File: config.mk
export PLATFORM = sky130hd
export DESIGN_NAME = pec_operand_fetch_flat
export DESIGN_NICKNAME = d
export VERILOG_FILES = /design/src/rtl/pec_operand_fetch_if.sv /design/src/rtl/pec_operand_fetch.sv /design/src/flat_wrapper.sv
export SDC_FILE = /design/constraint.sdc
export NUM_CORES = 1
export LEC_CHECK = 0
export BUFFER_PORTS_ARGS = -buffer_cell sky130_fd_sc_hd__buf_2
export CORE_UTILIZATION = 29
export DETAILED_ROUTE_END_ITERATION = 16
export GPL_TIMING_DRIVEN = 0
export SLEW_MARGIN = 20
export SYNTH_ARGS = -nofsm -noshare
export SYNTH_HDL_FRONTEND = slang
export SYNTH_SLANG_ARGS = --single-unit
File: constraint.sdc
create_clock -name clk -period 3 [get_ports clk]
set_input_delay 0.45 -clock clk [delete_from_list [all_inputs] [get_ports clk]]
set_output_delay 0.45 -clock clk [all_outputs]
set_load 0.01 [all_outputs]
File: src/rtl/pec_operand_fetch_if.sv
// rtl/pec_operand_fetch_if.sv - job, buffer-read and partial-sum signals of the operand fetch stage
interface pec_operand_fetch_if #(
  parameter int DATA_WIDTH = 32,
  parameter int ADDR_WIDTH = 5,
  parameter int OPD_WIDTH  = 8,
  parameter int ACC_WIDTH  = 24
);
  logic                        PECMAC_Sta;
  logic [DATA_WIDTH-1:0]       PECMAC_FlgAct;
  logic [DATA_WIDTH-1:0]       PECMAC_FlgWei;
  logic [ADDR_WIDTH-1:0]       OffsetAct;
  logic [ADDR_WIDTH-1:0]       OffsetWei;
  logic                        RdEn;
  logic [ADDR_WIDTH-1:0]       ActRdAddr;
  logic [ADDR_WIDTH-1:0]       WeiRdAddr;
  logic signed [OPD_WIDTH-1:0] ActRdDat;
  logic signed [OPD_WIDTH-1:0] WeiRdDat;
  logic                        Busy;
  logic signed [ACC_WIDTH-1:0] Psum;
  logic                        PsumVld;
  logic                        PsumRdy;

  modport slave (
    input  PECMAC_Sta, PECMAC_FlgAct, PECMAC_FlgWei, OffsetAct, OffsetWei,
    input  ActRdDat, WeiRdDat, PsumRdy,
    output RdEn, ActRdAddr, WeiRdAddr, Busy, Psum, PsumVld
  );

  modport master (
    output PECMAC_Sta, PECMAC_FlgAct, PECMAC_FlgWei, OffsetAct, OffsetWei,
    output ActRdDat, WeiRdDat, PsumRdy,
    input  RdEn, ActRdAddr, WeiRdAddr, Busy, Psum, PsumVld
  );
endinterface

File: src/rtl/pec_operand_fetch.sv
// rtl/pec_operand_fetch.sv - issues matched-pair buffer reads, multiplies operands, accumulates a partial sum
// OFFSET_LAT counts the start cycle itself, so it must be at least 2.
module pec_operand_fetch #(
  parameter int DATA_WIDTH = 32,
  parameter int ADDR_WIDTH = 5,
  parameter int OPD_WIDTH  = 8,
  parameter int ACC_WIDTH  = 24,
  parameter int OFFSET_LAT = 2
) (
  input logic                clk,
  input logic                rst,
  pec_operand_fetch_if.slave bus
);
  localparam int CNT_W = $clog2(DATA_WIDTH) + 1;
  localparam logic [CNT_W-1:0] WAIT_LAST = CNT_W'(OFFSET_LAT - 2);

  typedef enum logic [2:0] {S_IDLE, S_WAIT, S_ISSUE, S_DRAIN, S_DONE} state_t;

  state_t                        state_q, state_d;
  logic [CNT_W-1:0]              cnt_q, cnt_d;
  logic [CNT_W-1:0]              n_q;
  logic [CNT_W-1:0]              match_cnt;
  logic                          accept;
  logic                          rd_en;
  logic                          rd_vld_q;
  logic                          prod_vld_q;
  logic signed [2*OPD_WIDTH-1:0] prod_q;
  logic signed [ACC_WIDTH-1:0]   acc_q;

  always_comb begin
    match_cnt = '0;
    for (int i = 0; i < DATA_WIDTH; i++) begin
      match_cnt = match_cnt + CNT_W'(bus.PECMAC_FlgAct[i] & bus.PECMAC_FlgWei[i]);
    end
  end

  always_ff @(posedge clk or posedge rst) begin
    if (rst) begin
      state_q <= S_IDLE;
      cnt_q   <= '0;
      n_q     <= '0;
    end else begin
      state_q <= state_d;
      cnt_q   <= cnt_d;
      if (accept) n_q <= match_cnt;
    end
  end

  // cnt is reused per state: wait cycles, pairs issued, drain cycles.
  always_comb begin
    state_d = state_q;
    cnt_d   = cnt_q;
    accept  = 1'b0;
    rd_en   = 1'b0;
    case (state_q)
      S_IDLE: begin
        if (bus.PECMAC_Sta) begin
          accept  = 1'b1;
          state_d = S_WAIT;
          cnt_d   = '0;
        end
      end
      S_WAIT: begin
        if (cnt_q == WAIT_LAST) begin
          cnt_d   = '0;
          state_d = (n_q != '0) ? S_ISSUE : S_DRAIN;
        end else begin
          cnt_d = cnt_q + CNT_W'(1);
        end
      end
      S_ISSUE: begin
        rd_en = 1'b1;
        if (cnt_q == n_q - CNT_W'(1)) begin
          cnt_d   = '0;
          state_d = S_DRAIN;
        end else begin
          cnt_d = cnt_q + CNT_W'(1);
        end
      end
      S_DRAIN: begin
        if (cnt_q == CNT_W'(1)) begin
          cnt_d   = '0;
          state_d = S_DONE;
        end else begin
          cnt_d = cnt_q + CNT_W'(1);
        end
      end
      S_DONE: begin
        if (bus.PsumRdy) state_d = S_IDLE;
      end
      default: state_d = S_IDLE;
    endcase
  end

  // Two-stage pipe: operands arrive the cycle after RdEn, product is added one cycle later.
  always_ff @(posedge clk or posedge rst) begin
    if (rst) begin
      rd_vld_q   <= 1'b0;
      prod_vld_q <= 1'b0;
      prod_q     <= '0;
      acc_q      <= '0;
    end else begin
      rd_vld_q   <= rd_en;
      prod_vld_q <= rd_vld_q;
      if (rd_vld_q) prod_q <= bus.ActRdDat * bus.WeiRdDat;
      if (accept) begin
        acc_q <= '0;
      end else if (prod_vld_q) begin
        acc_q <= acc_q + ACC_WIDTH'(prod_q);
      end
    end
  end

  assign bus.RdEn      = rd_en;
  assign bus.ActRdAddr = rd_en ? bus.OffsetAct : '0;
  assign bus.WeiRdAddr = rd_en ? bus.OffsetWei : '0;
  assign bus.Busy      = (state_q != S_IDLE);
  assign bus.PsumVld   = (state_q == S_DONE);
  assign bus.Psum      = (state_q == S_DONE) ? acc_q : '0;
endmodule

File: src/flat_wrapper.sv
// flat-port wrapper written by rule: the top's interface ports become plain ports
module pec_operand_fetch_flat 
#(
  parameter int DATA_WIDTH = 32,
  parameter int ADDR_WIDTH = 5,
  parameter int OPD_WIDTH  = 8,
  parameter int ACC_WIDTH  = 24,
  parameter int OFFSET_LAT = 2
)
  (clk, rst, bus_PECMAC_Sta, bus_PECMAC_FlgAct, bus_PECMAC_FlgWei, bus_OffsetAct, bus_OffsetWei, bus_ActRdDat, bus_WeiRdDat, bus_PsumRdy, bus_RdEn, bus_ActRdAddr, bus_WeiRdAddr, bus_Busy, bus_Psum, bus_PsumVld);
  pec_operand_fetch_if #(.DATA_WIDTH(DATA_WIDTH), .ADDR_WIDTH(ADDR_WIDTH), .OPD_WIDTH(OPD_WIDTH), .ACC_WIDTH(ACC_WIDTH)) bus_i ();
  input logic clk;
  input logic rst;
  input wire logic [$bits(bus_i.PECMAC_Sta)-1:0] bus_PECMAC_Sta;
  input wire logic [$bits(bus_i.PECMAC_FlgAct)-1:0] bus_PECMAC_FlgAct;
  input wire logic [$bits(bus_i.PECMAC_FlgWei)-1:0] bus_PECMAC_FlgWei;
  input wire logic [$bits(bus_i.OffsetAct)-1:0] bus_OffsetAct;
  input wire logic [$bits(bus_i.OffsetWei)-1:0] bus_OffsetWei;
  input wire logic [$bits(bus_i.ActRdDat)-1:0] bus_ActRdDat;
  input wire logic [$bits(bus_i.WeiRdDat)-1:0] bus_WeiRdDat;
  input wire logic [$bits(bus_i.PsumRdy)-1:0] bus_PsumRdy;
  output wire logic [$bits(bus_i.RdEn)-1:0] bus_RdEn;
  output wire logic [$bits(bus_i.ActRdAddr)-1:0] bus_ActRdAddr;
  output wire logic [$bits(bus_i.WeiRdAddr)-1:0] bus_WeiRdAddr;
  output wire logic [$bits(bus_i.Busy)-1:0] bus_Busy;
  output wire logic [$bits(bus_i.Psum)-1:0] bus_Psum;
  output wire logic [$bits(bus_i.PsumVld)-1:0] bus_PsumVld;
  assign bus_i.PECMAC_Sta = bus_PECMAC_Sta;
  assign bus_i.PECMAC_FlgAct = bus_PECMAC_FlgAct;
  assign bus_i.PECMAC_FlgWei = bus_PECMAC_FlgWei;
  assign bus_i.OffsetAct = bus_OffsetAct;
  assign bus_i.OffsetWei = bus_OffsetWei;
  assign bus_i.ActRdDat = bus_ActRdDat;
  assign bus_i.WeiRdDat = bus_WeiRdDat;
  assign bus_i.PsumRdy = bus_PsumRdy;
  assign bus_RdEn = bus_i.RdEn;
  assign bus_ActRdAddr = bus_i.ActRdAddr;
  assign bus_WeiRdAddr = bus_i.WeiRdAddr;
  assign bus_Busy = bus_i.Busy;
  assign bus_Psum = bus_i.Psum;
  assign bus_PsumVld = bus_i.PsumVld;
  pec_operand_fetch #(.DATA_WIDTH(DATA_WIDTH), .ADDR_WIDTH(ADDR_WIDTH), .OPD_WIDTH(OPD_WIDTH), .ACC_WIDTH(ACC_WIDTH), .OFFSET_LAT(OFFSET_LAT)) u_core (.clk(clk), .rst(rst), .bus(bus_i));
endmodule
==> impl_metrics.py, run 1 <==
metrics = {
    "outcome": {
        "violations": "setup timing",
        "status": "finished, violations left",
    },
    "yosys": {
        "post-synth-top-count-cell": "inv_1",
        "yosysWarnings": 0,
        "synth_ff_type": "dfrtp_1",
        "synth-seq-cells": 57,
        "seq_area_frac_synth": 0.1978,
        "synth_edf_count": 0,
        "synth_top_area_cell": "fa_1",
        "synth_nets": 1045,
        "syn-mean-instance-area_um2": 8.934,
        "yosysTopAreaCellShare": 0.2221,
        "synth_area_leaders": "fa_1, dfrtp_1, ha_1",
        "synth_commonest_cells": "inv_1, and2_1, fa_1",
        "synth_cells": 807,
        "yosys.cell_types.count": 52,
        "synth.cell_area_um2": 7209,
        "synthArstFlopShare": 1.000,
    },
    "setup_path": {
        "worst-endpoint-required_ns": 3.20,
        "critPathCaptureType": "flip-flop",
        "arrival_ns": 4.78,
        "r2r_end": "u_core.acc_q[22]",
        "crit_fanout": 2,
        "rr_worst_depth": 11,
        "r2r_start": "u_core.prod_q[0]",
        "ff2ff_setup_slack_ns": 0.18,
        "start_kind": "input pin",
        "criticalPathCategory": "in2reg",
        "crit_end": "u_core.n_q[4]",
        "cp-startpoint": "bus_PECMAC_FlgAct[6]",
    },
    "drt": {
        "drt_iter0_markers": 264,
        "drt-pass1-iter-count": 4,
        "routed_wl_mm": 16.68,
        "wl_per_cell_um": 12.83,
        "vias": 5899,
        "viasPerCell": 4.538,
        "remaining_drc_errors": 0,
        "antenna_left": 0,
    },
    "timing": {
        "worst_slack_ns": -1.580,
        "rsz0062_at_grt": "true",
        "worst_pin_slew_ns": 0.7625,
        "finalClockSkew_ns": 0.006665,
        "fmax_mhz": 218.3,
        "finalCritPeriodShare": 1.527,
        "finalSetupViolations": 16,
        "slew_headroom": 0.4906,
        "final_hold_viol_count": 0,
        "min_period_ns": 4.580,
        "holdWs_ns": 0.01849,
        "slew_viol_final": 0,
    },
    "clock_network": {
        "clk_latency_ns": 0.33,
        "cts.path.max_buffers": 2,
        "clk_pin_slew_ns": 0.05,
        "cts_hold_buf": 0,
        "cts_sinks": 57,
        "cts_root_buf": "clkbuf_16",
        "htreeDepth": 3,
        "cts_buffers": 9,
        "cts_tree": "done",
    },
    "finish": {
        "nNetsFinal": 1209,
        "antenna_cells": 0,
        "drive_gt1_frac": 0.2797,
        "area_growth_pct": 30.08,
        "instances_no_fill": 1300,
    },
    "floorplanning": {
        "dieArea_um2": 25490,
        "pin_count": 131,
        "initial_core_util": 0.2964,
        "core_area_um2": 24320,
        "rows": 57,
        "die_w_um": 159.7,
        "die_h_um": 159.7,
    },
    "grt": {
        "grt_max_degree": 50,
        "grt_use_total": 0.1358,
        "antenna_found_initial": 0,
        "grt_pass1_vias": 5885,
        "grt_overflow": 0,
        "grt_pass1_wl_mm": 28.40,
    },
    "power": {
        "max-vdd-ir-drop_mv": 0.4619,
        "p_leak_nw": 4.541,
        "power_w": 0.009629,
        "powerDensity_nw_per_um2": 1027,
    },
    "place": {
        "hpwl_mm": 13.54,
        "place_inst": 1262,
        "io_buffer_count": 130,
        "gp_congestion": 0.7859,
    },
    "worst_hold_path": {
        "hp-class": "in2async",
    },
    "job": {
        "drv_cap": 0,
    },
}
-- metrics by stage --
stage                     worst slack, ns  utilization  TNS [ns]  instance area, µm²
final                              -1.580       0.3856    -17.22                9378
after floorplan                    -1.734            -    -17.40                7415
after detailed placement           -2.027       0.3495    -23.21                8501
after CTS                          -1.590       0.3790    -16.77                9218
after global routing               -1.734       0.3856    -19.25                9378
after global placement             -2.011       0.3483    -22.92                8471
-- report_power, final --
group / internal [W] / switching [W]
logic: 0.00343 / 0.00366
registers: 0.00113 / 0.000310
clock network: 0.000747 / 0.000353
total: 0.00530 / 0.00433
-- cell families (layout without fill, tap and decap cells) --
logic type | after synthesis | count (layout) | synth area share
DFF | 57 | 57 | 0.1978
xor gates and xnor gates | 42 | 42 | 0.05102
buffers and inverters | 137 | 306 | 0.07150
adders and majority gates | 144 | 144 | 0.3332
AOI/OAI and AO/OA | 126 | 126 | 0.1090
muxes | 25 | 25 | 0.03662
and+or+nand+nor | 276 | 276 | 0.2008
-- layout make-up --
type,count,area (µm²)
Inverter,120,456.7
Clock inverter,5,78.83
Fill cell,2404,14940
Clock buffer,11,242.7
Multi-Input combinational cell,613,5715
Buffer,17,65.06
Tap cell,324,405.4
Sequential cell,57,1426
Timing Repair Buffer,153,987.2
-- placed cells by master (no fill, tap or decap), drive strengths merged, types with 3 or more instances in the layout --
master	netlist	routed
nor2b	12	12
clkbuf	14	25
o21ai	41	41
mux2	11	11
nor3	11	11
a21o	13	13
a31oi	3	3
mux2i	14	14
nand3	11	11
a21boi	3	3
a211oi	7	7
or3	3	3
nand3b	5	5
a21oi	31	31
nand2b	11	11
and3	3	3
o22ai	3	3
buf	3	156
o21a	6	6
dfrtp	57	57
nor2	47	47
nor3b	5	5
fa	80	80
o21bai	3	3
inv	120	119
clkinv	0	3
and2	93	93
nand2	66	66
xor2	14	14
ha	64	64
xnor2	28	28
-- sequential cells by signal, summed over array words and instances, names as in the netlist --
| name | flops |
|---|---|
| u_core.rd_vld_q | 1 |
| u_core.prod_vld_q | 1 |
| u_core.state_q | 3 |
| u_core.acc_q | 24 |
| u_core.cnt_q | 6 |
| u_core.prod_q | 16 |
| u_core.n_q | 6 |
-- repair_timing --
action	4_1_cts	5_1_grt
gates resized for setup	81	25
setup endpoints to repair	16	19
pin swaps	48	25
setup buffers	18	7
-- how the worst min path moves through the flow --
stage | start | end | cells past startpoint
final | rst | u_core.n_q[1] | 2
after global routing | rst | u_core.n_q[1] | 2
after CTS | rst | u_core.n_q[1] | 2
after detailed placement | rst | u_core.n_q[1] | 2
after global placement | u_core.prod_q[11] | u_core.prod_q[11] | 1
after floorplan | u_core.rd_vld_q | u_core.prod_vld_q | 0
-- critical path, cell delays in order --
cell and delay (ns):
buf_8 0.08, nand2_8 0.04, fa_1 0.55, inv_2 0.04
fa_1 0.54, inv_2 0.04, fa_1 0.51, inv_2 0.04
fa_2 0.56, fa_1 0.43, fa_2 0.45, ha_4 0.18
fa_2 0.34, a21o_1 0.18, a21oi_2 0.12, xor2_1 0.15
o21ai_1 0.06
-- layer usage --
layer	up-vias	wire length, µm	track usage
li1	2952	-	-
met1	2843	7971	0.1854
met4	0	210	0.02710
met2	89	7962	0.2281
met5	-	0	0
met3	15	535	0.01974
(Power assumes the default switching activity.)
==> inputs of run 2 (changes only) <==
Settings changed: CORE_UTILIZATION 29 to 47, PLACE_DENSITY set to 0.69.
==> run 2 against run 1 <==
The run still ends with setup timing left. Critical path depth stayed put. Non-clock buffer count is 8 lower. Die area is 38% lower. Power is 0.90% lower. Critical path type unchanged. Highest routed layer unchanged.
==> impl_metrics.py, run 2 (same netlist as run 1, synthesis figures left out) <==
metrics = {
    "finish": {
        "layout_common_cells": "buf_2, inv_1, and2_1, fa_1, nand2_1",
        "top_regs": "u_core.acc_q (24), u_core.prod_q (16)",
        "area_growth_pct": 26.61,
        "antenna_cells": 0,
        "final_common_cell": "buf_2",
        "top_register": "u_core.acc_q",
        "largest_reg_flops": 24,
        "drive_gt1_frac": 0.2738,
        "nNetsFinal": 1201,
        "final_util": 0.6186,
    },
    "setup_path": {
        "start_kind": "input pin",
        "critPathCaptureType": "flip-flop",
        "r2r_start": "u_core.acc_q[0]",
        "r2r_end": "u_core.acc_q[22]",
        "cp-startpoint": "bus_PECMAC_FlgWei[10]",
        "ff2ff_setup_slack_ns": 0.16,
        "crit_end": "u_core.n_q[4]",
        "arrival_ns": 4.76,
        "crit_fanout": 2,
        "rr_worst_depth": 11,
        "worst-endpoint-required_ns": 3.21,
        "criticalPathCategory": "in2reg",
    },
    "power": {
        "power_w": 0.009543,
        "p_int_w": 0.005251,
        "p_sw_w": 0.004292,
        "p_sw_frac": 0.4497,
        "p_leak_nw": 4.524,
        "power.share.clock": 0.118,
        "combPwrFrac": 0.728,
        "pwr-share-seq": 0.154,
        "max-vdd-ir-drop_mv": 0.5104,
        "powerDensity_nw_per_um2": 1045,
    },
    "timing": {
        "fmax_mhz": 219.7,
        "setup_tns_ns": -16.61,
        "slew_headroom": 0.4420,
        "final_hold_viol_count": 0,
        "holdWs_ns": 0.2330,
        "worst_pin_slew_ns": 0.8370,
        "rsz0062_at_grt": "true",
        "min_period_ns": 4.552,
        "finalCritPeriodShare": 1.517,
        "finalClockSkew_ns": 0.007277,
        "worst_slack_ns": -1.552,
        "slew_viol_final": 0,
        "finalSetupViolations": 16,
    },
    "grt": {
        "grt_use_total": 0.2147,
        "antenna_found_initial": 0,
        "grt_overflow": 0,
        "grt_pass1_vias": 5951,
        "grt_pass1_wl_mm": 27.48,
        "grt_max_degree": 58,
    },
    "clock_network": {
        "cts_root_buf": "clkbuf_16",
        "cts_sinks": 57,
        "clk_latency_ns": 0.33,
        "cts_buffers": 9,
        "cts.path.max_buffers": 2,
        "clk_pin_slew_ns": 0.05,
        "cts_tree": "done",
        "htreeDepth": 3,
    },
    "worst_hold_path": {
        "hp-class": "in2async",
    },
    "floorplanning": {
        "initial_core_util": 0.4886,
        "die_w_um": 125.9,
        "rows": 44,
        "core_area_um2": 14750,
        "die_h_um": 125.9,
        "dieArea_um2": 15840,
        "pin_count": 131,
    },
    "drt": {
        "drt_iter0_markers": 195,
        "drt-pass1-iter-count": 4,
        "vias": 5829,
        "antenna_left": 0,
        "wl_per_cell_um": 13.98,
        "viasPerCell": 5.060,
        "routed_wl_mm": 16.10,
        "remaining_drc_errors": 0,
    },
    "job": {
        "drv_cap": 0,
    },
    "place": {
        "gp_congestion": 0.8235,
        "hpwl_mm": 12.85,
        "io_buffer_count": 130,
        "post-place-ws_ns": -2.060,
    },
    "outcome": {
        "status": "finished, violations left",
        "violations": "setup timing",
    },
}
[run 2: cell types whose count changed in the layout (fill, tap and decap cells not counted), sizes merged]
cell	change
inv	+1
buf	-9
clkbuf	+1
clkinv	-1
[run 2: worst min path at each step]
stage	startpoint	endpoint	slack [ns]	cells past startpoint
floorplan	u_core.rd_vld_q	u_core.prod_vld_q	0.44	0
detailed placement	u_core.prod_q[14]	u_core.prod_q[14]	0.52	2
finish	rst	u_core.n_q[0]	0.23	2
global placement	u_core.rd_vld_q	u_core.prod_vld_q	0.50	0
global route	rst	u_core.n_q[0]	0.30	2
CTS	rst	u_core.n_q[0]	0.26	2
[run 2: power by group through the flow]
stage               logic (W)  registers (W)  clock network (W)
finish                0.00695        0.00147            0.00113
global route          0.00785        0.00151            0.00118
CTS                   0.00658        0.00146            0.00114
detailed placement    0.00619        0.00147                  0
global placement      0.00607        0.00146                  0
floorplan             0.00507        0.00134                  0
[run 2: final cells by class]
cell class | instances | area [µm²]
Inverter | 120 | 452.9
Timing Repair Buffer | 145 | 920.9
Clock buffer | 11 | 252.7
Sequential cell | 57 | 1426
Fill cell | 1276 | 5627
Buffer | 17 | 65.06
Tap cell | 184 | 230.2
Clock inverter | 5 | 77.57
Multi-Input combinational cell | 613 | 5702
[run 2: critical path: stages]
cell	delay [ns]
buf_6	0.07
nand2_4	0.04
fa_1	0.54
inv_2	0.04
fa_1	0.53
inv_1	0.05
fa_1	0.50
inv_1	0.05
fa_2	0.53
fa_1	0.42
fa_1	0.45
ha_2	0.20
fa_2	0.34
a21o_1	0.17
a21oi_2	0.12
xor2_1	0.18
o21ai_1	0.07
[run 2: per-stage QoR]
| stage | std cells | instance area, µm² |
|---|---|---|
| 3_3_place_gp | 1121 | 8295 |
| 2_1_floorplan | 807 | 7415 |
| 5_1_grt | 1152 | 9128 |
| 3_5_place_dp | 1121 | 8298 |
| 4_1_cts | 1146 | 8924 |
| 6_report | 1152 | 9128 |
[run 2: repair_timing]
action	in CTS	in global routing
cloned	0	0
buffers inserted	9	7
hold buffers	0	0
setup endpoints to repair	18	16
gates resized for setup	67	44
pin swaps	43	36
[run 2: layer usage]
metal,track usage,part of all wire
met1,0.2896,0.48
met2,0.3667,0.49
met3,0.01529,0.021
met4,0.07442,0.016
met5,0,0
==> inputs of run 3 (changes only) <==
Settings changed: CTS_CLUSTER_SIZE set to 40, PLACE_DENSITY 0.69 to 0.72.
Clock period 3 ns to 3.9 ns, I/O delays scaled along.
==> run 3 against run 2 <==
The run still ends with setup timing left. First-iteration DRC count rose by 21%. Sequential cell count did not move. Highest routed layer unchanged. Global-route usage fell by 0.19 points. Via count fell by 0.12%. Hold slack improved by 0.14 ns. Clock power fell by 31%. Die area did not move. Clock skew fell by 0.0015 ns. Clock-buffer cell count rose by 2.
==> impl_metrics.py, run 3 (same netlist as run 1, synthesis figures left out) <==
metrics = {
    "timing": {
        "finalClockSkew_ns": 0.005742,
        "fmax_mhz": 210.7,
        "final_hold_viol_count": 0,
        "worst_pin_slew_ns": 0.7513,
        "finalSetupViolations": 13,
        "slew_viol_final": 0,
        "slew_headroom": 0.4991,
        "holdWs_ns": 0.3761,
        "min_period_ns": 4.745,
        "rsz0062_at_grt": "true",
        "finalCritPeriodShare": 1.217,
        "worst_slack_ns": -0.8453,
    },
    "clock_network": {
        "clk_latency_ns": 0.33,
        "cts_sinks": 57,
        "cts_root_buf": "clkbuf_16",
        "cts.path.max_buffers": 2,
        "cts_buffers": 9,
        "clk_pin_slew_ns": 0.05,
        "htreeDepth": 3,
        "cts_tree": "done",
    },
    "grt": {
        "grt_pass1_vias": 5788,
        "grt_max_degree": 58,
        "antenna_found_initial": 0,
        "grt_pass1_wl_mm": 27.21,
        "grt_overflow": 0,
        "grt_use_total": 0.2128,
    },
    "power": {
        "p_leak_nw": 4.474,
        "power_w": 0.007162,
        "max-vdd-ir-drop_mv": 0.4185,
        "powerDensity_nw_per_um2": 797.1,
    },
    "drt": {
        "vias": 5822,
        "antenna_left": 0,
        "drt_iter0_markers": 235,
        "remaining_drc_errors": 0,
        "wl_per_cell_um": 13.94,
        "routed_wl_mm": 16.05,
        "viasPerCell": 5.058,
        "drt-pass1-iter-count": 4,
    },
    "finish": {
        "nNetsFinal": 1200,
        "drive_gt1_frac": 0.2513,
        "area_growth_pct": 24.63,
        "top_register": "u_core.acc_q",
        "antenna_cells": 0,
        "finalInstanceArea_um2": 8985,
        "final_common_cell": "buf_2",
        "layout_common_cells": "buf_2, inv_1, and2_1",
        "nFillCells": 1307,
        "largest_reg_flops": 24,
        "top_regs": "u_core.acc_q (24), u_core.prod_q (16)",
        "instances_no_fill": 1151,
    },
    "worst_hold_path": {
        "hp-class": "in2async",
    },
    "floorplanning": {
        "die_h_um": 125.9,
        "die_w_um": 125.9,
        "pin_count": 131,
        "core_area_um2": 14750,
        "rows": 44,
        "initial_core_util": 0.4886,
        "dieArea_um2": 15840,
    },
    "setup_path": {
        "start_kind": "input pin",
        "worst-endpoint-required_ns": 4.10,
        "crit_top_cell": "fa_1",
        "criticalPathCategory": "in2reg",
        "crit_chain": "buf_6 -> nand2_4 -> fa_1 -> inv_2 -> fa_1 -> inv_2 -> fa_1 -> inv_2 -> fa_2 -> fa_1 -> fa_1 -> ha_2 -> fa_2 -> a21o_1 -> a21oi_2 -> xor2_1 -> o21ai_1",
        "slowest_delay_ns": 0.56,
        "arrival_ns": 4.94,
        "r2r_start": "u_core.acc_q[8]",
        "critPathCaptureType": "flip-flop",
        "crit_fanout": 2,
        "cp-startpoint": "bus_PECMAC_FlgAct[10]",
        "cp_slowest_cell": "fa_2",
    },
    "outcome": {
        "status": "finished, violations left",
        "violations": "setup timing",
    },
    "place": {
        "io_buffer_count": 130,
        "place_inst": 1121,
        "post-place-ws_ns": -1.307,
        "hpwl_mm": 12.90,
        "placed_area_um2": 8243,
        "gp_congestion": 0.8279,
    },
    "job": {
        "drv_cap": 0,
    },
}
-- run 3: cell count changes in the layout (fill, tap and decap cells not counted), sizes merged --
cell | previous run | this run
bufinv | 2 | 1
clkinvlp | 1 | 0
clkbuf | 26 | 28
buf | 147 | 146
-- run 3: worst paths after layout --
| path | slack [ns] | to | cells after the start |
|---|---|---|---|
| min | 0.38 | u_core.state_q[0] | 2 |
| max in group asynchronous | 3.06 | u_core.prod_q[6] | 2 |
| min reg2reg | 0.51 | u_core.prod_q[11] | 1 |
| max reg2reg | 1.11 | u_core.acc_q[17] | 9 |
| max | -0.85 | u_core.n_q[4] | 17 |
| min in group clk | 0.45 | u_core.state_q[2] | 2 |
-- run 3: timing repair --
| action | in CTS | in global routing |
|---|---|---|
| hold buffers | 0 | 0 |
| setup buffers | 5 | 11 |
| resized for setup | 54 | 51 |
| setup endpoints to repair | 12 | 14 |
| pin swaps | 28 | 25 |
| endpoints found under the hold margin | 0 | 0 |
-- run 3: critical path, delay by kind of cell --
family / cells / cell delay [ns]
simple gates: 1 / 0.04
compound gates: 3 / 0.38
buf+inv: 4 / 0.21
xor+xnor: 1 / 0.16
fa+ha+maj: 8 / 3.57
-- run 3: where the power goes --
group	switching, W	internal (W)	leakage (nW)	total (W)
clock	0.000266	0.000509	0.144	0.000775
combinational	0.00274	0.00252	3.62	0.00527
sequential	0.000253	0.000869	0.710	0.00112
-- run 3: layout make-up --
type / count / area (µm²) / area share
Clock inverter: 3 / 40.04 / 0.004456
Buffer: 17 / 65.06 / 0.007241
Clock buffer: 13 / 250.2 / 0.02785
Multi-Input combinational cell: 613 / 5623 / 0.6258
Inverter: 120 / 452.9 / 0.05041
Timing Repair Buffer: 144 / 897.1 / 0.09985
Sequential cell: 57 / 1426 / 0.1588
Tap cell: 184 / 230.2 / 0.02562
-- run 3: per-layer routing --
| layer | part of all wire | up-vias | GRT usage | wire [µm] |
|---|---|---|---|---|
| li1 | - | 2933 | - | - |
| met5 | 0 | - | 0 | 0 |
| met2 | 0.49 | 80 | 0.3569 | 7891 |
| met1 | 0.48 | 2797 | 0.2950 | 7666 |
| met3 | 0.020 | 12 | 0.01954 | 313 |
| met4 | 0.011 | 0 | 0.05953 | 176 |
-- run 3: stage by stage --
step,util,TNS [ns]
after detailed placement,0.5587,-10.88
after global routing,0.6090,-7.569
after floorplan,-,-6.219
after global placement,0.5585,-10.38
final,0.6090,-5.571
after CTS,0.5925,-5.235
